<file path="config.mk">
export PLATFORM = sky130hd
export DESIGN_NAME = shift_deserializer_flat
export DESIGN_NICKNAME = d
export VERILOG_FILES = /design/src/rtl/shift_deserializer_pkg.sv /design/src/rtl/shift_deserializer_if.sv /design/src/rtl/shift_deserializer_out_stage.sv /design/src/rtl/shift_deserializer.sv /design/src/flat_wrapper.sv
export SDC_FILE = /design/constraint.sdc
export NUM_CORES = 1
export LEC_CHECK = 0
export BUFFER_PORTS_ARGS = -buffer_cell sky130_fd_sc_hd__buf_4
export CAP_MARGIN = 40
export CORE_ASPECT_RATIO = 0.75
export CORE_MARGIN = 2
export CORE_UTILIZATION = 58
export CTS_CLUSTER_DIAMETER = 100
export DETAILED_ROUTE_END_ITERATION = 10
export PLACE_DENSITY_LB_ADDON = 0.2
export SYNTH_ARGS = -nofsm -noshare
export SYNTH_HDL_FRONTEND = slang
export SYNTH_SLANG_ARGS = --single-unit
</file>
<file path="constraint.sdc">
create_clock -name clk -period 6.9 [get_ports clk]
set_clock_uncertainty 0.15 [all_clocks]
set_input_delay 0.345 -clock clk [delete_from_list [all_inputs] [get_ports clk]]
set_output_delay 0.345 -clock clk [all_outputs]
set_load 0.02 [all_outputs]
</file>
<file path="src/rtl/shift_deserializer_pkg.sv">
`default_nettype none
// ============================================================================
// Module   : shift_deser_pkg
// Brief    : Shared types and frame-length helper for the shift deserializer.
// Revision : 1.0
// ============================================================================
package shift_deser_pkg;

    typedef enum logic [0:0] {
        EMPTY = 1'b0,
        FULL  = 1'b1
    } out_state_e;

    // Bits on the wire per word: data bits plus the optional trailing parity bit.
    function automatic int frame_len(input int width, input bit parity_en);
        return parity_en ? width + 1 : width;
    endfunction

endpackage
`default_nettype wire

</file>
<file path="src/rtl/shift_deserializer_if.sv">
`default_nettype none
// ============================================================================
// Module   : shift_deserializer_if
// Brief    : Serial input and parallel valid/ready output bundle.
// Revision : 1.0
// ============================================================================
interface shift_deserializer_if #(
    parameter int WIDTH = 100
);
    logic             data_i;
    logic             valid_i;
    logic             sof_i;
    logic [WIDTH-1:0] word_o;
    logic             word_valid_o;
    logic             word_ready_i;
    logic             overflow_o;
    logic             parity_err_o;

    modport master (
        output data_i, valid_i, sof_i, word_ready_i,
        input  word_o, word_valid_o, overflow_o, parity_err_o
    );

    modport slave (
        input  data_i, valid_i, sof_i, word_ready_i,
        output word_o, word_valid_o, overflow_o, parity_err_o
    );
endinterface
`default_nettype wire

</file>
<file path="src/rtl/shift_deserializer_out_stage.sv">
`default_nettype none
// ============================================================================
// Module   : deser_out_stage
// Brief    : Registered valid/ready holding stage (word + parity flag) with
//            EMPTY/FULL control and sticky overflow.
// Revision : 1.0
// ============================================================================
module deser_out_stage
    import shift_deser_pkg::*;
#(
    parameter int WIDTH = 100
) (
    input  wire logic             clk,
    input  wire logic             reset,
    input  wire logic             load,
    input  wire logic [WIDTH-1:0] load_word,
    input  wire logic             load_perr,
    input  wire logic             ready,
    output logic      [WIDTH-1:0] word,
    output logic                  word_valid,
    output logic                  overflow,
    output logic                  parity_err
);
    localparam logic [0:0] c_st_empty = 1'(EMPTY);
    localparam logic [0:0] c_st_full  = 1'(FULL);

    logic [0:0]   r_state;
    logic [WIDTH:0] r_hold;
    logic         r_overflow;

    always_ff @(posedge clk or posedge reset) begin
        if (reset) begin
            r_state    <= c_st_empty;
            r_hold     <= '0;
            r_overflow <= 1'b0;
        end else begin
            case (r_state)
                c_st_empty: begin
                    if (load) begin
                        r_hold  <= {load_perr, load_word};
                        r_state <= c_st_full;
                    end
                end
                c_st_full: begin
                    if (ready) begin
                        // Simultaneous consume and load keeps the stage full with no bubble.
                        if (load) r_hold  <= {load_perr, load_word};
                        else      r_state <= c_st_empty;
                    end else if (load) begin
                        r_overflow <= 1'b1;
                    end
                end
                default: r_state <= c_st_empty;
            endcase
        end
    end

    assign word       = r_hold[WIDTH-1:0];
    assign parity_err = r_hold[WIDTH];
    assign word_valid = (r_state == c_st_full);
    assign overflow   = r_overflow;

endmodule
`default_nettype wire

</file>
<file path="src/rtl/shift_deserializer.sv">
`default_nettype none
// ============================================================================
// Module   : shift_deserializer
// Brief    : Serial-to-parallel converter, MSB-first, with registered output.
//            Optional trailing even-parity bit enabled by DESER_PARITY_EN.
// Revision : 1.0
// ============================================================================
module shift_deserializer
    import shift_deser_pkg::*;
#(
    parameter int WIDTH     = 100,
    parameter int LOG2WIDTH = 7
) (
    input  wire logic             clk,
    input  wire logic             reset,
    shift_deserializer_if.slave   bus
);
`ifdef DESER_PARITY_EN
    localparam bit c_parity_en = 1'b1;
`else
    localparam bit c_parity_en = 1'b0;
`endif
    localparam int c_frame = frame_len(WIDTH, c_parity_en);
    // The parity bit can push the last count one past what LOG2WIDTH holds.
    localparam int c_cnt_w = (c_frame <= (1 << LOG2WIDTH)) ? LOG2WIDTH : LOG2WIDTH + 1;
    localparam logic [c_cnt_w-1:0] c_last = c_cnt_w'(c_frame - 1);

    logic [WIDTH-1:0]   r_shreg;
    logic [c_cnt_w-1:0] r_bit_cnt;
    logic               w_resync;
    logic               w_complete;
    logic [WIDTH-1:0]   w_shifted;
    logic [WIDTH-1:0]   w_word;
    logic               w_perr;

    assign w_resync   = bus.valid_i & bus.sof_i;
    assign w_complete = bus.valid_i & ~bus.sof_i & (r_bit_cnt == c_last);
    assign w_shifted  = {r_shreg[WIDTH-2:0], bus.data_i};

`ifdef DESER_PARITY_EN
    // On the parity bit the data bits are already all in the shift register.
    assign w_word = r_shreg;
    assign w_perr = (^r_shreg) ^ bus.data_i;
`else
    assign w_word = w_shifted;
    assign w_perr = 1'b0;
    logic w_unused;
    assign w_unused = r_shreg[WIDTH-1];
`endif

    always_ff @(posedge clk or posedge reset) begin
        if (reset) begin
            r_shreg   <= '0;
            r_bit_cnt <= '0;
        end else if (w_resync) begin
            r_shreg   <= {{(WIDTH-1){1'b0}}, bus.data_i};
            r_bit_cnt <= c_cnt_w'(1);
        end else if (bus.valid_i) begin
            r_shreg   <= w_shifted;
            r_bit_cnt <= w_complete ? '0 : r_bit_cnt + c_cnt_w'(1);
        end
    end

    deser_out_stage #(
        .WIDTH (WIDTH)
    ) u_out_stage (
        .clk        (clk),
        .reset      (reset),
        .load       (w_complete),
        .load_word  (w_word),
        .load_perr  (w_perr),
        .ready      (bus.word_ready_i),
        .word       (bus.word_o),
        .word_valid (bus.word_valid_o),
        .overflow   (bus.overflow_o),
        .parity_err (bus.parity_err_o)
    );

endmodule
`default_nettype wire

</file>
<file path="src/flat_wrapper.sv">
// flat-port wrapper written by rule: the top's interface ports become plain ports
module shift_deserializer_flat import shift_deser_pkg::*;
#(
    parameter int WIDTH     = 100,
    parameter int LOG2WIDTH = 7
)
  (clk, reset, bus_data_i, bus_valid_i, bus_sof_i, bus_word_ready_i, bus_word_o, bus_word_valid_o, bus_overflow_o, bus_parity_err_o);
  shift_deserializer_if #(.WIDTH(WIDTH)) bus_i ();
  input  wire logic clk;
  input  wire logic reset;
  input wire logic [$bits(bus_i.data_i)-1:0] bus_data_i;
  input wire logic [$bits(bus_i.valid_i)-1:0] bus_valid_i;
  input wire logic [$bits(bus_i.sof_i)-1:0] bus_sof_i;
  input wire logic [$bits(bus_i.word_ready_i)-1:0] bus_word_ready_i;
  output wire logic [$bits(bus_i.word_o)-1:0] bus_word_o;
  output wire logic [$bits(bus_i.word_valid_o)-1:0] bus_word_valid_o;
  output wire logic [$bits(bus_i.overflow_o)-1:0] bus_overflow_o;
  output wire logic [$bits(bus_i.parity_err_o)-1:0] bus_parity_err_o;
  assign bus_i.data_i = bus_data_i;
  assign bus_i.valid_i = bus_valid_i;
  assign bus_i.sof_i = bus_sof_i;
  assign bus_i.word_ready_i = bus_word_ready_i;
  assign bus_word_o = bus_i.word_o;
  assign bus_word_valid_o = bus_i.word_valid_o;
  assign bus_overflow_o = bus_i.overflow_o;
  assign bus_parity_err_o = bus_i.parity_err_o;
  shift_deserializer #(.WIDTH(WIDTH), .LOG2WIDTH(LOG2WIDTH)) u_core (.clk(clk), .reset(reset), .bus(bus_i));
endmodule
</file>
Word level (Yosys, flattened, before mapping)
Index checks and enable logic that the tools add are counted.

word-level totals
  output and inout port bits = 103
  bits of input ports = 6
  word-level logic and storage cells = 27
  register bits after elaboration = 209

operators by class
  $add $sub $neg = 1
  reduce and logical (&&, ||, !) cells = 2
  bitwise logic cells = 6
  mux-type cells = 11
  equal/unequal tests = 2

operators with widths
  operator                                      count
  two-way mux 101 bit                           2
  case mux 101 bit (2 select lines)             1
  two-way mux 99 bit                            2
  two-way mux 7 bit                             3
  adder 7 x 1 -> 7 bit, second input constant   1
  equality test 7 bit, second input constant    1
  bitwise AND 1 bit                             3
  NOT 1 bit                                     3
  AND reduction 3 bit                           1
  two-way mux 1 bit                             2
  inequality test 2 bit, second input constant  1
  case mux 1 bit (2 select lines)               1
  nonzero test 2 bit                            1

Depth between registers and ports, before layout
Gate-level depths: netlist of run 1.

  word-level depth = 6
  mapped depth = 6
  mapped depth without buffers = 4

By module
A second synthesis of run 1 with hierarchy kept.

unflattened totals
  cells, all modules = 549
  area, all modules = 8449.4 µm²

modules (own cells, without submodules)
  module              area an instance (µm²)  cells each  instances  seq. area each (µm²)
  deser_out_stage     4301.6                  221         1          2577.5
  shift_deserializer  4147.7                  328         1          2652.5

Least setup slack after synthesis of run 1
OpenSTA, ideal clock, no wires.

  kind = reg-to-reg
  start = register u_core.r_bit_cnt[0]
  end = register u_core.u_out_stage.r_hold[0]
  period minus slack after synthesis = 1850 ps
  required time = 6625 ps
  setup slack = 5050 ps
  buffers on the path = 2
  setup time = 125 ps
  stages on the path, launching flop included = 7
  arrival = 1575 ps
  cell sequence = dfrtp_1 ha_1 and4bb_2 nand3_4 buf_12 buf_12 mux2_4

between the ends
  longest elaborated chain between the ends = 5

RTL lines
  element                              RTL line                            text
  from (decl)                          shift_deserializer.sv:29            logic [c_cnt_w-1:0] r_bit_cnt;
  from (signal assigned)               shift_deserializer.sv:57            r_bit_cnt <= c_cnt_w'(1);
  from (signal assigned)               shift_deserializer.sv:60            r_bit_cnt <= w_complete ? '0 : r_bit_cnt + c_cnt_w'(1);
  equality test 7 bit *                shift_deserializer.sv:37            assign w_complete = bus.valid_i & ~bus.sof_i & (r_bit_cnt == c_last);
  bitwise AND 1 bit *                  shift_deserializer.sv:37
  two-way mux 101 bit *                n/a
  two-way mux 101 bit                  n/a
  case mux 101 bit (2 select lines) *  n/a
  to (signal assigned)                 shift_deserializer_out_stage.sv:40  r_hold <= {load_perr, load_word};
  to (signal assigned)                 shift_deserializer_out_stage.sv:47  if (load) r_hold <= {load_perr, load_word};
  to (decl)                            shift_deserializer_out_stage.sv:28  logic [WIDTH:0] r_hold;

Mark *: on every way between the ends. The rest lies on a longest branch, timed or not. The select of a mux whose other input is x is not followed.
A chain may end at the register's enable or synchronous reset.

Final worst setup path of run 1
  start = register u_core.r_bit_cnt[0]
  end = register u_core.u_out_stage.r_hold[9]

Same word-level chain as after synthesis.

==> metrics.md, run 1 <==
| Metric | Value |
|---|---|
| All-Layer GR Usage | `20.33%` |
| DIE WIDTH | `144.7 um` |
| Area of the core | `14500 um^2` |
| Post-synth net total | `600` |
| Bufs on Longest Clock Path | `3` |
| Clock share of power | `44.5%` |
| Period utilization | `42.07%` |
| Fmax | `0.3445 GHz` |
| Commonest register cell after synthesis | `dfrtp_1` |
| Via density | `5.521` |
| Grt met2 use | `28.81%` |
| VDD IR max | `169.1 uV` |
| Final Max Tran Viols | `0` |
| Drt wl/cell | `17.50 um` |
| Total gr overflow | `0` |
| Initial cell density of the core | `59.40%` |
| Pwr dens | `235.6 nW/um^2` |
| Syn-to-layout area delta | `17.50%` |
| Relative slew slack | `47.17%` |
| DP Cell Count | `862` |
| Nets | `693` |
| Share of flip-flops with an asynchronous set or reset | `100.0%` |
| Most common cell after layout, fill and taps aside | `dfrtp_1` |
| Top Family by Delay on Critical Path | `buffers and inverters` |
| Die height | `109.5 um` |
| Setup crit start kind | `register` |
| DRT Pass-1 Iters | `5` |
| Pint | `1.862 mW` |
| Worst-path fanout max | `39` |
| WP depth | `7` |
| Post-route design area | `10120 um^2` |
| DP Wirelength | `9.554 mm` |
| EDFF count, synth | `0` |
| Commonest cells after routing, fill and taps aside | `dfrtp_1 (208), buf_4 (110), nand2_1 (101)` |
| CP Cell Sequence | `ha_1 > and4bb_2 > nand3_4 > buf_16 > buf_4 > buf_12 > mux2_4` |
| Post-synthesis register bit count | `208` |
| GRT met1 Usage | `32.67%` |
| Post-CTS sizing | `0` |
| Clock sink count | `208` |
| CTS Root Cell | `clkbuf_16` |
| Final Critical Period | `2.903 ns` |
| Status | `completed` |
| P_sw | `0.5233 mW` |
| Drt initial violations | `279` |
| Clock Pin Slew Worst Setup and Hold Paths | `0.07 ns` |
| Crit. End Element | `register` |
| Hold Crit Depth | `3` |
| Worst-Margin Slew | `0.7924 ns` |
| Layout cells sized above 1 | `36.77%` |
| Post-Syn Area | `8613 um^2` |
| Syn Area/Cell | `14.52 um^2` |
| IO Count | `109` |
| Postcts setup bufs | `0` |
| Yosys cell types | `33` |
| Worst skew pair latency | `0.49 ns` |
| Register share of total power | `52.0%` |
| Hold Crit Class | `primary input to register` |
| DRC violations left | `0` |
| Total number of vias | `4963` |
| Final setup vio count | `0` |
| Setup TNS | `0 ns` |
| Initial antenna violation count | `0` |
| Post-Layout Cell Count | `899` |
| Most Crowded Layer GR | `met1` |
| Post-Synthesis Cells | `593` |
| Reported max-cap violation count | `0` |
| Critical path required time | `7.11 ns` |
| Gp weighted congestion | `0.7284` |
| Die area | `15850 um^2` |
| First-pass GRT wire length | `25.76 mm` |
| Buffers and inverters on the worst path | `3` |
| Slowest stage delay, CP | `0.54 ns` |
| Htree depth | `1` |
| Lkg Pwr | `5.090 nW` |
| R2R Setup Slk | `4.00 ns` |
| Unrepaired setup endpoints after global routing | `no` |
| Antenna Diode Count | `0` |
| Port Buf Inserts | `107` |
| Placed inst area | `9459 um^2` |
| CTS Hold Bufs | `2` |
| TritonCTS clock tree | `built` |
| Final Hold Vio Count | `0` |
| Wirelength, routed | `15.73 mm` |
| Inserted Clock Buffers | `20` |
| Number of global-route vias before repair | `4832` |
| Largest net degree at the start of global routing | `117` |
| Num rows | `38` |
| Worst Reg-to-Reg Cells | `7` |
| Register area share after synthesis | `60.43%` |
| Tot Pwr | `2.385 mW` |
| Comb power frac | `3.5%` |
| Met3 usage | `3.833%` |
| Critical path type | `register to register` |
| CP Data Arrival Time | `3.11 ns` |
| ANT nets after route | `0` |
| Sw Ratio | `21.94%` |
| CP max stage cell | `buf_4` |
| Synth warn | `0` |
## registers in the layout, summed over array words and instances (netlist names)
name,cells
u_core.u_out_stage.word_valid,1
u_core.u_out_stage.r_hold,100
u_core.r_shreg,99
u_core.u_out_stage.overflow,1
u_core.r_bit_cnt,7
## layer usage
| metal | part of all wire (%) | vias to the layer above | wire (um) |
|---|---|---|---|
| met2 | 44 | 109 | 6960 |
| met1 | 50 | 2541 | 7819 |
| met4 | 1.5 | 0 | 235 |
| met3 | 4.5 | 21 | 715 |
| li1 | - | 2292 | - |
| met5 | 0 | - | 0 |
## worst min-delay path, stage by stage
cell and delay [ns]:
buf_4 0.07, or2b_2 0.15, nand2_1 0.06
## path summary, 6_finish.rpt
path | from | endpoint
setup / recovery | u_core.r_bit_cnt[0] | u_core.u_out_stage.r_hold[9]
hold / removal | bus_word_ready_i | u_core.u_out_stage.word_valid
setup reg to reg | u_core.r_bit_cnt[0] | u_core.u_out_stage.r_hold[9]
hold reg to reg | u_core.u_out_stage.overflow | u_core.u_out_stage.overflow
max in group asynchronous | reset | u_core.u_out_stage.r_hold[90]
min in group asynchronous | reset | u_core.u_out_stage.r_hold[25]
## kinds of logic after synthesis
logic type | synth area share (%)
AO/OA/AOI/OAI | 11.17
adder cells (fa/ha/maj) | 0.1452
buffers and inverters | 4.416
flip-flops | 60.43
multiplexers | 17.79
other | 0.04354
AND/OR/NAND/NOR | 6.000
## cell usage after synthesis, types with 2 or more instances
master | count | area share [%]
o22ai_1 | 2 | 0.15
a21oi_1 | 2 | 0.12
nand4b_1 | 3 | 0.31
dfrtp_1 | 208 | 60
nand2_1 | 101 | 4.4
nand3_1 | 3 | 0.17
nor2b_1 | 3 | 0.22
buf_1 | 4 | 0.17
clkbuf_1 | 25 | 1.1
o2bb2ai_1 | 100 | 10
mux2i_1 | 2 | 0.23
buf_12 | 11 | 2.6
inv_1 | 5 | 0.22
buf_2 | 5 | 0.29
mux2_4 | 100 | 17
a2bb2oi_1 | 2 | 0.20
## final cells by class
cell class	instances	area, um^2
well taps	200	250.2
inverters	5	27.53
flip-flops and latches	208	5205
clock inverters	6	36.28
fillers	984	4380
repair buffers	117	968.4
multi-input cells	334	3028
clock buffers	29	605.6
## stage by stage
step	util (%)	hold WS [ns]	setup slack, ns
finish	69.79	0.03476	3.997
global route	69.79	0.03774	3.866
CTS	69.79	0.02072	3.981
detailed placement	65.23	0.3220	3.562
global placement	64.38	0.3119	3.179
floorplan	-	0.3049	0.7242
## power by group through the flow
stage,Combinational [mW],Sequential [mW],Clock [mW]
global placement,0.0763,1.26,0
global route,0.0946,1.24,1.13
detailed placement,0.0845,1.26,0
floorplan,0.0628,1.26,0
finish,0.0838,1.24,1.06
CTS,0.0859,1.24,1.09
(Power assumes the default switching activity.)
==> run 2: changes to the inputs <==
--- a/config.mk
+++ b/config.mk
@@ -5,11 +5,12 @@
 export SDC_FILE = /design/constraint.sdc
 export NUM_CORES = 1
 export LEC_CHECK = 0
+export ABC_AREA = 1
 export BUFFER_PORTS_ARGS = -buffer_cell sky130_fd_sc_hd__buf_4
 export CAP_MARGIN = 40
 export CORE_ASPECT_RATIO = 0.75
 export CORE_MARGIN = 2
-export CORE_UTILIZATION = 58
+export CORE_UTILIZATION = 52
 export CTS_CLUSTER_DIAMETER = 100
 export DETAILED_ROUTE_END_ITERATION = 10
 export PLACE_DENSITY_LB_ADDON = 0.2
==> constraint.sdc (replaced) <==
create_clock -name clk -period 2.5 [get_ports clk]
set_clock_uncertainty 0.15 [all_clocks]
set_input_delay 0.125 -clock clk [delete_from_list [all_inputs] [get_ports clk]]
set_output_delay 0.125 -clock clk [all_outputs]
set_load 0.02 [all_outputs]
==> run 2 against run 1 <==
  * Synthesized cell count is 40% higher
  * Synthesized area is 5.4% lower
  * Hold slack better by 0.045 ns
  * Flip-flop and latch count stayed put
  * Cell area is 1.6% lower
  * Register-to-register slack worse by 3.4 ns
  * Largest cell class unchanged
==> metrics.md, run 2 <==
| Metric | Value |
|---|---|
| Post-Layout Cell Count | `1139` |
| Cell taking the most area after synthesis | `dfrtp_1` |
| Post-CTS sizing | `0` |
| Gp weighted congestion | `0.7431` |
| Post-synthesis register bit count | `208` |
| DP Cell Count | `1100` |
| Commonest cells in the netlist | `nand2_1 (225), dfrtp_1 (208), inv_1 (106), nand4_1 (100), o22ai_1 (97)` |
| Placed inst area | `9243 um^2` |
| DRC violations left | `0` |
| EDFF count, synth | `0` |
| Worst-path fanout max | `34` |
| VDD IR max | `403.8 uV` |
| Seq. cell area | `5205 um^2` |
| Num rows | `39` |
| P_sw | `1.432 mW` |
| Register area share after synthesis | `63.89%` |
| Total gr overflow | `0` |
| Syn Area/Cell | `9.815 um^2` |
| Final Critical Period | `1.947 ns` |
| Final Core Density | `65.18%` |
| Synth warn | `0` |
| Largest reg by FF count | `u_core.u_out_stage.r_hold` |
| Critical path required time | `2.72 ns` |
| Clock Pin Slew Worst Setup and Hold Paths | `0.06 ns` |
| Fillers | `1231` |
| Critical path type | `register to register` |
| Comb power frac | `3.6%` |
| Top cells by area, synth | `dfrtp_1 (64%), nand2_1 (10%), nand4_1 (7.7%)` |
| Yosys cell types | `20` |
| Die height | `112.4 um` |
| Port Buf Inserts | `107` |
| Total number of vias | `6236` |
| Antenna Diode Count | `0` |
| Area of the core | `15270 um^2` |
| Postcts setup bufs | `0` |
| Inserted Clock Buffers | `21` |
| Final setup vio count | `0` |
| Multi-input gate area | `2247 um^2` |
| TritonCTS clock tree | `built` |
| Syn-to-layout area delta | `22.21%` |
| Commonest cells after routing, fill and taps aside | `nand2_1 (224), dfrtp_1 (208), buf_4 (121)` |
| Max reg flops | `100` |
| DRT Pass-1 Iters | `4` |
| Pint | `5.259 mW` |
| Via density | `5.475` |
| IO Count | `109` |
| Tot Pwr | `6.691 mW` |
| Leading registers by flop count | `u_core.u_out_stage.r_hold: 100 flops, u_core.r_shreg: 99 flops, u_core.r_bit_cnt: 7 flops` |
| Placement Setup Slack | `0.5651 ns` |
| Pwr dens | `672.0 nW/um^2` |
| Die area | `16690 um^2` |
| CTS Hold Bufs | `4` |
| Setup TNS | `0 ns` |
| Wirelength, routed | `17.68 mm` |
| Clock share of power | `45.7%` |
| Clock sink count | `208` |
| Largest net degree at the start of global routing | `104` |
| Drt wl/cell | `15.52 um` |
| Post-Syn Area | `8147 um^2` |
| Fmax | `0.5137 GHz` |
| First-pass GRT wire length | `30.08 mm` |
| Reported max-cap violation count | `0` |
| Drt initial violations | `354` |
| Initial antenna violation count | `0` |
| Sw Ratio | `21.40%` |
| Initial cell density of the core | `53.34%` |
| Unrepaired setup endpoints after global routing | `no` |
| Commonest register cell after synthesis | `dfrtp_1` |
| DIE WIDTH | `148.5 um` |
| Number of global-route vias before repair | `6237` |
| Most numerous cell in the Yosys netlist | `nand2_1` |
| Status | `completed` |
| Nets | `929` |
| Post-route design area | `9956 um^2` |
| Htree depth | `1` |
| Worst skew pair latency | `0.50 ns` |
| Hold slack | `0.07976 ns` |
| ANT nets after route | `0` |
| Post-Synthesis Cells | `830` |
| CTS Root Cell | `clkbuf_16` |
| Top cell type's share of synthesized area | `63.89%` |
| Crit. End Element | `register` |
| Most common cell after layout, fill and taps aside | `nand2_1` |
| Register share of total power | `50.7%` |
| Final Max Tran Viols | `0` |
| Lkg Pwr | `5.106 nW` |
| DP Wirelength | `11.34 mm` |
| Setup crit start kind | `register` |
| Bufs on Longest Clock Path | `3` |
| Period utilization | `77.87%` |
| Layout cells sized above 1 | `18.31%` |
| Final WS setup | `0.5532 ns` |
| Final Hold Vio Count | `0` |
| Hold Crit Class | `primary input to register` |
| All-Layer GR Usage | `21.85%` |
| Share of flip-flops with an asynchronous set or reset | `100.0%` |
| Post-synth net total | `837` |
| CP Data Arrival Time | `2.17 ns` |
## run 2: changes by cell type after synthesis, moves of 6 or more
cell,delta
o2bb2ai_1,-100
buf_12,-11
nand4_1,+100
mux2_4,-100
buf_4,+8
buf_2,+21
inv_1,+101
o22ai_1,+95
nand2_1,+124
nor2_1,+6
## run 2: critical path: stages (launching register included)
cell and delay, ns:
dfrtp_1 0.39, ha_1 0.22, nand2_1 0.11, nor2_4 0.15, nand3_4 0.34, buf_4 0.33
nand2_1 0.07, nand2_1 0.06
## run 2: cells by family (layout without fill, tap and decap cells)
logic type | count (synthesis) | count (layout) | share of synthesized area, %
fa+ha+maj | 1 | 1 | 0.1536
other cells | 1 | 1 | 0.04603
flops | 208 | 208 | 63.89
compound gates | 105 | 105 | 8.048
buf+inv | 174 | 278 | 8.831
simple gates | 341 | 341 | 19.03
## run 2: power groups by stage
stage	clock, mW	combinational [mW]	sequential [mW]
2_1_floorplan	0	0.155	3.45
3_3_place_gp	0	0.220	3.45
3_5_place_dp	0	0.237	3.45
4_1_cts	3.11	0.243	3.39
5_1_grt	3.25	0.269	3.39
6_report	3.06	0.239	3.39
## run 2: worst paths after layout
path,startpoint,end,slack (ns),depth (start not counted)
worst min-delay path,bus_sof_i,u_core.r_bit_cnt[0],0.08,4
max in group asynchronous,reset,u_core.r_shreg[58],0.96,6
worst max register to register,u_core.r_bit_cnt[0],u_core.u_out_stage.r_hold[13],0.55,7
min in group asynchronous,reset,u_core.u_out_stage.r_hold[16],0.56,4
worst max-delay path,u_core.r_bit_cnt[0],u_core.u_out_stage.r_hold[13],0.55,7
worst min register to register,u_core.u_out_stage.r_hold[57],u_core.u_out_stage.r_hold[57],0.32,2
## run 2: metal layers
metal,part of all wire [%],wire length [um],global-route usage (%)
met2,47,8330,34.51
met4,2.3,408,6.349
met5,0,0,0
met3,4.9,864,3.577
met1,46,8079,31.76
## run 2: area by class of cell
class                   instances  area share [%]
clock inverters                 6          0.5781
inverters                     108           4.122
clock buffers                  29           6.183
well taps                     205           2.576
flip-flops and latches        208           52.28
multi-input cells             448           22.57
repair buffers                135           11.69
==> run 3: changes to the inputs <==
--- a/config.mk
+++ b/config.mk
@@ -5,12 +5,12 @@
 export SDC_FILE = /design/constraint.sdc
 export NUM_CORES = 1
 export LEC_CHECK = 0
-export ABC_AREA = 1
+export ABC_AREA = 0
 export BUFFER_PORTS_ARGS = -buffer_cell sky130_fd_sc_hd__buf_4
 export CAP_MARGIN = 40
 export CORE_ASPECT_RATIO = 0.75
 export CORE_MARGIN = 2
-export CORE_UTILIZATION = 52
+export CORE_UTILIZATION = 58
 export CTS_CLUSTER_DIAMETER = 100
 export DETAILED_ROUTE_END_ITERATION = 10
 export PLACE_DENSITY_LB_ADDON = 0.2
==> constraint.sdc (replaced) <==
create_clock -name clk -period 1.8 [get_ports clk]
set_clock_uncertainty 0.15 [all_clocks]
set_input_delay 0.09 -clock clk [delete_from_list [all_inputs] [get_ports clk]]
set_output_delay 0.09 -clock clk [all_outputs]
set_load 0.02 [all_outputs]
==> run 3 against run 2 <==
  * The flow now finishes with violations (negative setup slack)
  * Non-clock buffer count grew 17
  * Flip-flop and latch count unchanged
  * Via count decreased by 17%
  * Clock power rose by 27%
  * Register-to-register slack lost 0.67 ns
  * Hold slack improved by 0.057 ns
  * Core utilization is 7.8 points higher
  * Routed wire length decreased by 1.3%
  * Sequential power is 40% higher
  * Fmax up 1.6%
  * Sequential share of layout area fell by 3.1 points
  * Critical path depth fell by 1
  * Critical path type unchanged
==> metrics.md, run 3 (synthesis results as in run 1) <==
| Metric | Value |
|---|---|
| Final Core Density | `72.96%` |
| DP Cell Count | `880` |
| Clock Pin Slew Worst Setup and Hold Paths | `0.06 ns` |
| DRC violations left | `0` |
| Final Critical Period | `1.917 ns` |
| Initial cell density of the core | `59.40%` |
| Hold Crit Class | `primary input to register` |
| First-pass GRT wire length | `27.54 mm` |
| Worst Reg-to-Reg Cells | `6` |
| Commonest cells after routing, fill and taps aside | `dfrtp_1 (208), buf_4 (126), nand2_1 (101)` |
| CP Data Arrival Time | `2.13 ns` |
| Worst skew pair latency | `0.48 ns` |
| TritonCTS clock tree | `built` |
| Placed inst area | `9620 um^2` |
| DRT Pass-1 Iters | `5` |
| Worst-path fanout max | `5` |
| Htree depth | `1` |
| Final WS setup | `-0.1167 ns` |
| Leading registers by flop count | `u_core.u_out_stage.r_hold: 100 flops, u_core.r_shreg: 99 flops, u_core.r_bit_cnt: 7 flops` |
| Number of global-route vias before repair | `5151` |
| Fmax | `0.5217 GHz` |
| Crit. End Element | `register` |
| Setup TNS | `-9.561 ns` |
| Pwr dens | `854.8 nW/um^2` |
| Total gr overflow | `0` |
| Area of the core | `14500 um^2` |
| Hold slack | `0.1372 ns` |
| Gp weighted congestion | `0.7522` |
| Die area | `15850 um^2` |
| IO Count | `109` |
| Max reg flops | `100` |
| Setup crit start kind | `register` |
| Hold path start | `bus_sof_i` |
| Largest reg by FF count | `u_core.u_out_stage.r_hold` |
| Seq. cell area | `5205 um^2` |
| Via density | `5.579` |
| DP Wirelength | `10.15 mm` |
| Hold endpoint | `u_core.r_shreg[91]` |
| All-Layer GR Usage | `21.79%` |
| Unrepaired setup endpoints after global routing | `yes` |
| Reported max-cap violation count | `0` |
| Critical path type | `register to register` |
| Worst-Margin Slew | `0.6277 ns` |
| Nets | `728` |
| R2r startpoint | `u_core.r_bit_cnt[1]` |
| Largest net degree at the start of global routing | `91` |
| Failing checks | `negative setup slack` |
| Num rows | `38` |
| Die height | `109.5 um` |
| DIE WIDTH | `144.7 um` |
| Hold Crit Depth | `3` |
| Final Max Tran Viols | `0` |
| Lkg Pwr | `5.352 nW` |
| Fillers | `938` |
| Post-Layout Cell Count | `932` |
| Relative slew slack | `58.16%` |
| Clock sink count | `208` |
| Port Buf Inserts | `107` |
| Status | `complete, but fails checks` |
| Initial antenna violation count | `0` |
| Critical path required time | `2.01 ns` |
| Post-route design area | `10580 um^2` |
| Layout cells sized above 1 | `38.93%` |
| CTS Root Cell | `clkbuf_16` |
| Total number of vias | `5200` |
| Drt wl/cell | `18.72 um` |
| Final Hold Vio Count | `0` |
| Period utilization | `106.5%` |
| Final setup vio count | `100` |
| Drt initial violations | `325` |
| Wirelength, routed | `17.45 mm` |
| Most common cell after layout, fill and taps aside | `dfrtp_1` |
| VDD IR max | `576.3 uV` |
| Multi-input gate area | `3030 um^2` |
| Syn-to-layout area delta | `22.84%` |
| Antenna Diode Count | `0` |
| ANT nets after route | `0` |
| R2R Path End | `u_core.u_out_stage.r_hold[38]` |
| R2R Setup Slk | `-0.12 ns` |
| Inserted Clock Buffers | `20` |
| Bufs on Longest Clock Path | `3` |
-- run 3: changes by cell type in the layout (fill, tap and decap cells not counted), moves of 4 or more --
| cell | previous run | this run |
|---|---|---|
| mux2_4 | 0 | 100 |
| nand3_1 | 7 | 3 |
| clkbuf_1 | 2 | 6 |
| inv_1 | 105 | 3 |
| o22ai_1 | 97 | 2 |
| buf_4 | 121 | 126 |
| nand2_1 | 224 | 101 |
| nor2_1 | 6 | 0 |
| o2bb2ai_1 | 0 | 100 |
| clkbuf_16 | 21 | 27 |
| nand4_1 | 100 | 0 |
-- run 3: layout make-up --
class | instances | area share [%]
sequential | 208 | 49.20
multi-input combinational | 334 | 28.64
timing repair buffer | 152 | 13.86
clock buffer | 30 | 5.570
tap | 200 | 2.365
inverter | 5 | 0.2247
clock inverter | 3 | 0.1419
-- run 3: critical path, stage by stage, from the launching register on --
cell	delay, ns
dfrtp_1	0.37
ha_2	0.18
and4bb_2	0.28
nand3_4	0.15
clkbuf_16	0.21
clkbuf_16	0.16
mux2_4	0.29
-- run 3: through the flow --
stage	setup slack (ns)	power [mW]
2_1_floorplan	-1.140	5.075
3_3_place_gp	-0.02676	5.208
3_5_place_dp	-0.07211	5.225
4_1_cts	-0.09261	9.122
5_1_grt	-0.1342	9.388
6_report	-0.1167	9.044
-- run 3: what timing repair did --
item | CTS | global route
setup endpoints to repair | 99 | 100
gates resized for setup | 3 | 3
pin swaps | 1 | 3
endpoints found under the hold margin | 220 | 0
cloned | 2 | 8
buffers inserted | 3 | 1
hold buffers | 5 | 0
-- run 3: report_power, final --
part / total (mW) / leakage (nW) / internal, mW / switching (mW)
logic: 0.420 / 2.16 / 0.137 / 0.282
clock network: 3.89 / 0.299 / 2.25 / 1.64
registers: 4.73 / 2.90 / 4.71 / 0.0228
-- run 3: worst max-delay path by stage --
stage | slack, ns | from | cells after the start | to
2_1_floorplan | -1.14 | reset | 1 | u_core.r_bit_cnt[0]
3_3_place_gp | -0.03 | u_core.r_bit_cnt[1] | 5 | u_core.u_out_stage.r_hold[82]
3_5_place_dp | -0.07 | u_core.r_bit_cnt[1] | 5 | u_core.u_out_stage.r_hold[74]
4_1_cts | -0.09 | u_core.r_bit_cnt[1] | 6 | u_core.u_out_stage.r_hold[63]
5_1_grt | -0.13 | u_core.r_bit_cnt[1] | 6 | u_core.u_out_stage.r_hold[63]
6_report | -0.12 | u_core.r_bit_cnt[1] | 6 | u_core.u_out_stage.r_hold[38]
-- run 3: metal layers --
layer / up-vias / GRT usage [%] / part of all wire [%]
met2: 158 / 32.84 / 46
met3: 26 / 3.789 / 4.8
met5: - / 0 / 0
met4: 0 / 5.479 / 1.7
li1: 2372 / - / -
met1: 2644 / 33.28 / 48
